File: config.mk
export PLATFORM = sky130hd
export DESIGN_NAME = tdc_sample_accum
export DESIGN_NICKNAME = d
export VERILOG_FILES = /design/src/rtl/tdc_sample_accum.sv
export SDC_FILE = /design/constraint.sdc
export NUM_CORES = 1
export LEC_CHECK = 0
export BUFFER_PORTS_ARGS = -buffer_cell sky130_fd_sc_hd__buf_2
export CAP_MARGIN = 20
export CORE_MARGIN = 2
export CORE_UTILIZATION = 40
export DETAILED_ROUTE_END_ITERATION = 16
export GPL_ROUTABILITY_DRIVEN = 1
export PLACE_DENSITY = 0.62
export SKIP_LAST_GASP = 1
export SLEW_MARGIN = 20
export SYNTH_ARGS = -nofsm -noshare
export SYNTH_HDL_FRONTEND = slang
export SYNTH_SLANG_ARGS = --single-unit
File: constraint.sdc
create_clock -name clk -period 6.3 [get_ports clk]
set_input_delay 0.945 -clock clk [delete_from_list [all_inputs] [get_ports clk]]
set_output_delay 0.945 -clock clk [all_outputs]
set_load 0.05 [all_outputs]
File: src/rtl/tdc_sample_accum.sv
// tdc_sample_accum
// Windowed accumulator that sits after the TDC popcount stage. Samples are
// grouped into windows of 2^LOG2_S. For each window it produces the sum, the
// round-half-up mean, the minimum and the maximum. Results leave through a
// one-entry valid/ready register. Two sticky flags report trouble: overrun
// means a finished window was dropped, and range_err means a sample above N
// arrived.
//
// Ports
//   clk, rst              rising-edge clock, synchronous active-high reset
//   en                    accumulate enable; low abandons a partial window
//   clear                 clears flags and the partial window
//   in_valid, in_count    popcount sample (0..N legal)
//   out_valid, out_ready  result handshake
//   out_sum/mean/min/max  window statistics
//   overrun, range_err    sticky status flags
module tdc_sample_accum #(
    parameter int N      = 64,
    parameter int CW     = $clog2(N) + 1,
    parameter int LOG2_S = 2
) (
    input  logic                 clk,
    input  logic                 rst,
    input  logic                 en,
    input  logic                 clear,
    input  logic                 in_valid,
    input  logic [CW-1:0]        in_count,
    output logic                 out_valid,
    input  logic                 out_ready,
    output logic [CW+LOG2_S-1:0] out_sum,
    output logic [CW-1:0]        out_mean,
    output logic [CW-1:0]        out_min,
    output logic [CW-1:0]        out_max,
    output logic                 overrun,
    output logic                 range_err
);

    localparam int SW   = CW + LOG2_S;
    // A zero-width counter is not legal, so LOG2_S=0 keeps one bit pinned at 0.
    localparam int CNTW = (LOG2_S > 0) ? LOG2_S : 1;
    localparam int HALF = (LOG2_S > 0) ? (1 << (LOG2_S - 1)) : 0;
    localparam logic [CNTW-1:0] LAST = CNTW'((1 << LOG2_S) - 1);
    localparam logic [CW-1:0]   NMAX = CW'(N);

    typedef enum logic {IDLE, ACCUM} state_t;

    state_t          state, state_nx;
    logic [CNTW-1:0] cnt;
    logic [SW-1:0]   sum_r;
    logic [CW-1:0]   min_r, max_r;

    logic            accept, too_big, first, complete;
    logic [CW-1:0]   sample;
    logic [SW-1:0]   sum_nx;
    logic [CW-1:0]   min_nx, max_nx, mean_nx;
    logic [SW:0]     rounded;

    always_comb begin
        state_nx = state;
        case (state)
            IDLE:    if (en)  state_nx = ACCUM;
            ACCUM:   if (!en) state_nx = IDLE;
            default: state_nx = IDLE;
        endcase
    end

    assign accept   = en & in_valid & ~clear;
    assign too_big  = in_count > NMAX;
    assign sample   = too_big ? NMAX : in_count;
    assign first    = (state == IDLE) || (cnt == '0);
    assign complete = accept && (cnt == LAST);

    assign sum_nx  = first ? SW'(sample) : sum_r + SW'(sample);
    assign min_nx  = (first || sample < min_r) ? sample : min_r;
    assign max_nx  = (first || sample > max_r) ? sample : max_r;
    // One extra bit holds the rounding carry before the shift. The mean never
    // exceeds N, so truncating back to CW bits loses nothing.
    assign rounded = {1'b0, sum_nx} + (SW+1)'(HALF);
    assign mean_nx = CW'(rounded >> LOG2_S);

    always_ff @(posedge clk) begin
        if (rst) begin
            state     <= IDLE;
            cnt       <= '0;
            sum_r     <= '0;
            min_r     <= '0;
            max_r     <= '0;
            out_valid <= 1'b0;
            out_sum   <= '0;
            out_mean  <= '0;
            out_min   <= '0;
            out_max   <= '0;
            overrun   <= 1'b0;
            range_err <= 1'b0;
        end else begin
            state <= state_nx;

            if (!en || clear) begin
                cnt <= '0;
            end else if (accept) begin
                cnt   <= (cnt == LAST) ? '0 : cnt + CNTW'(1);
                sum_r <= sum_nx;
                min_r <= min_nx;
                max_r <= max_nx;
            end

            if (clear) begin
                overrun   <= 1'b0;
                range_err <= 1'b0;
            end else begin
                if (accept && too_big)
                    range_err <= 1'b1;
                if (complete && out_valid && !out_ready)
                    overrun <= 1'b1;
            end

            if (complete && (!out_valid || out_ready)) begin
                out_valid <= 1'b1;
                out_sum   <= sum_nx;
                out_mean  <= mean_nx;
                out_min   <= min_nx;
                out_max   <= max_nx;
            end else if (out_valid && out_ready) begin
                out_valid <= 1'b0;
            end
        end
    end

endmodule
==> key figures <==
Detailed routing
  – DR WL/cell: ~16 µm
  – Routed Antenna Nets: 0
  – Routed WL: ~8700 µm
  – Via density: ~5.5
  – Starting DRT DRC Count: between 150 and 200
  – Vias: 3071
  – DRT Pass-1 Iters: 4
  – DR DRC count: 0

Worst hold path
  – Hold EP: out_mean[1]
  – Hold path depth: 2
  – Hold_sp: out_mean[1]
  – Hold Crit Class: reg2reg

GRT
  – Initial antenna violation count: 0
  – GRT Max-Usage Layer: met2
  – Largest net degree at the start of global routing: 69
  – GR Layer Usage met3: 0.0518
  – Vias in the first global route: 2972
  – Total gr overflow: 0
  – Met2 GRT Util: 0.291
  – GRT Total Usage: 0.192
  – GR Util met1: 0.272
  – Global-route wire length before repair: 14800 µm

Power and ir drop
  – PD cells: approximately 200 nW/µm²
  – Peak VDD IR: 0.100 mV
  – Leakage: ~1.6 nW
  – Total power: between 700 and 800 µW

Timing
  – Setup TNS Final: 0 ps
  – # setup viols final: 0
  – Unrepaired setup endpoints after global routing: no
  – Post-layout minimum cycle time: roughly 3700 ps
  – Slew @ Worst Pin: between 1000 and 1500 ps
  – Crit share post-route: 0.591
  – Endpoints failing hold: 0
  – Max Fclk: 268 MHz
  – Max-slew violations: 0
  – Setup Skew: 6.05 ps
  – Setup slack after layout: about 2600 ps
  – Relative slew margins: 0.323

Setup path
  – Critical path class: in2reg
  – Worst r2r src: max_r[4]
  – Crit-path cells: buf_2 > nor2b_1 > ha_1 > a21o_1 > a21oi_1 > nor2b_1 > o31ai_1 > buf_4 > a211oi_1 > nor4_1
  – Most frequent CP cell: nor2b_1
  – Crit path launch type: input port
  – Crit end category: register
  – Worst Path Buf+Inv: 2
  – Crit-path max FO: 14
  – Worst Path Required: 6550 ps
  – Slowest CP cell: o31ai_1
  – Family with the most delay on the worst path: compound AO/OA/AOI/OAI gates
  – CP peak stage delay: ~710 ps
  – R2R cell count: 9
  – Reg-to-reg setup timing slack: 3740 ps
  – Critical R2R Capture: out_max[2]
  – Crit path arrival time: a little under 4000 ps

Clocking
  – Post-CTS Hold Buffers: 0
  – CTS root buffer: clkbuf_8
  – CTS tree: yes
  – CTS Buf Count: 9
  – Post-CTS Setup Bufs: 0
  – Post-cts gate resize count: 0
  – Reg clk slew, reported paths: 70 ps
  – CTS Buffer Depth: 2
  – Clk sink count: 59
  – Clk_lat worst skew: 340 ps
  – Max H-tree Level: 3

Synthesis
  – Post-synth top flop: dfxtp_1
  – Flops & latches, synth: 59
  – Top post-synthesis cells by count: dfxtp_1 (59), nor2_1 (51), inv_1 (26)
  – YS warnings: 0
  – Area contributors post-synth: dfxtp_1 (34%), ha_1 (8.3%), mux2i_1 (6.6%), nor2_1 (5.5%), nand2b_1 (4.5%)
  – Cell variety after synth: 54
  – Mapped Area: roughly 3500 µm²
  – Register area share after synthesis: 0.340
  – Synth Area in Simple Gates: 0.257
  – Average instance area after synthesis: 8.42 µm²
  – Syn_nets: 450
  – Post-synthesis compound-gate area fraction: 0.181
  – Multiplexer share of the synthesized area: 0.0695
  – Largest family of logic cells by synthesized area: simple AND/OR/NAND/NOR gates
  – FFs w/ async S/R, synth: 0
  – Post-synth EDFFs: 0
  – Synth area leader: dfxtp_1
  – Fraction of the mapped netlist area in adder cells: 0.0886
  – Most frequent cell after synthesis: dfxtp_1
  – Cells after Synth: between 400 and 500
  – Synth Area in XOR/XNOR: 0.00756
  – Synth top area share: 0.340

Final layout
  – Synth-to-layout area growth: 13.5%
  – Fillers: about 860
  – # diodes: 0
  – Layout cells sized above 1: 0.162
  – # nets final: just under 500
  – Area of the multi-input gates: 2100 µm²
  – Register area: 1180 µm²

Floorplanning
  – Die footprint: around 9500 µm²
  – Cell Rows: 34
  – Area of the core: about 8600 µm²
  – Die X-Extent: about 97 µm
  – Chip Height: 97.2 µm
  – Initial core utilization: 0.406
  – IO Pins: 46

Placement
  – Gpl congestion: between 0.8 and 0.9
  – Post-DP HPWL: between 6000 and 7000 µm
  – IO Port Bufs: 45
  – Placement Setup Slack: 2260 ps

Outcome
  – Status: finished clean

Flow run
  – Max Cap Viol: 0
worst max path at each step:
stage | from | to | cells after the start | slack [ps]
after global placement | in_count[6] | out_max[2] | 10 | 2300
final | in_count[6] | out_max[2] | 10 | 2570
after global routing | in_count[6] | out_max[2] | 10 | 2310
after floorplan | in_count[6] | out_mean[6] | 9 | 2970
after detailed placement | in_count[6] | out_max[5] | 10 | 2260
after CTS | in_count[6] | out_max[6] | 10 | 2580
state kept, by name, indices dropped and copies added, names as in the netlist, 2 cells and up:
register  flops
cnt           2
min_r         7
out_sum       9
out_mean      7
max_r         7
out_min       7
sum_r         9
out_max       7
cell usage in the layout, fill, tap and decap left out, types with 3 or more instances in the layout:
cell,n
nor3_1,5
o2111ai_1,3
o21a_1,4
o21ai_0,11
inv_1,26
nor2b_1,10
a311oi_1,9
nor2_1,50
buf_2,44
nand2_1,17
ha_1,23
nor4bb_1,5
dfxtp_1,59
a21o_1,5
o211a_1,3
nand3_1,15
nand4_1,4
clkbuf_8,11
a21oi_1,17
nand2b_1,25
a211oi_1,19
nor4_1,7
o31ai_1,5
mux2i_1,23
buf_4,4
clkinv_2,4
and4_1,6
where the power goes:
part           internal [mW]  total, mW  switching, mW
Combinational         0.0345     0.0896         0.0551
Clock                  0.161      0.316          0.155
Sequential             0.378      0.382        0.00411
Total                  0.573      0.788          0.214
stage by stage:
step	instance area, µm²	hold slack (ps)	utilization	instances
5_1_grt	3950	478	0.462	560
2_1_floorplan	3480	452	-	413
6_report	3950	454	0.462	560
4_1_cts	3940	458	0.461	560
3_5_place_dp	3760	447	0.440	544
3_3_place_gp	3760	439	0.440	544
cells by family (layout without fill, tap and decap cells):
| logic type | count (synthesis) | count (layout) |
|---|---|---|
| flops | 59 | 59 |
| mux | 24 | 24 |
| xor+xnor | 3 | 3 |
| buf+inv | 51 | 90 |
| simple gates | 163 | 163 |
| compound gates | 89 | 89 |
| fa+ha+maj | 24 | 24 |
layout make-up:
type,instances,area share
Multi-Input combinational cell,303,0.533
Sequential cell,59,0.299
Timing Repair Buffer,48,0.0634
Clock buffer,11,0.0384
Tap cell,108,0.0342
Inverter,26,0.0247
Clock inverter,5,0.00698
per-layer routing:
metal  up-vias  part of all wire
met2        74              0.45
met1      1426              0.49
met4         0            0.0089
li1       1562                 -
met5         -                 0
met3         9             0.053
worst register-to-register path: stages, from the launching register on:
cell,delay (ps)
dfxtp_1,340
inv_1,70
ha_1,310
a21o_1,190
a21oi_1,150
nor2b_1,60
o31ai_1,710
buf_4,280
a211oi_1,70
nor4_1,290
(Power assumes the default switching activity.)
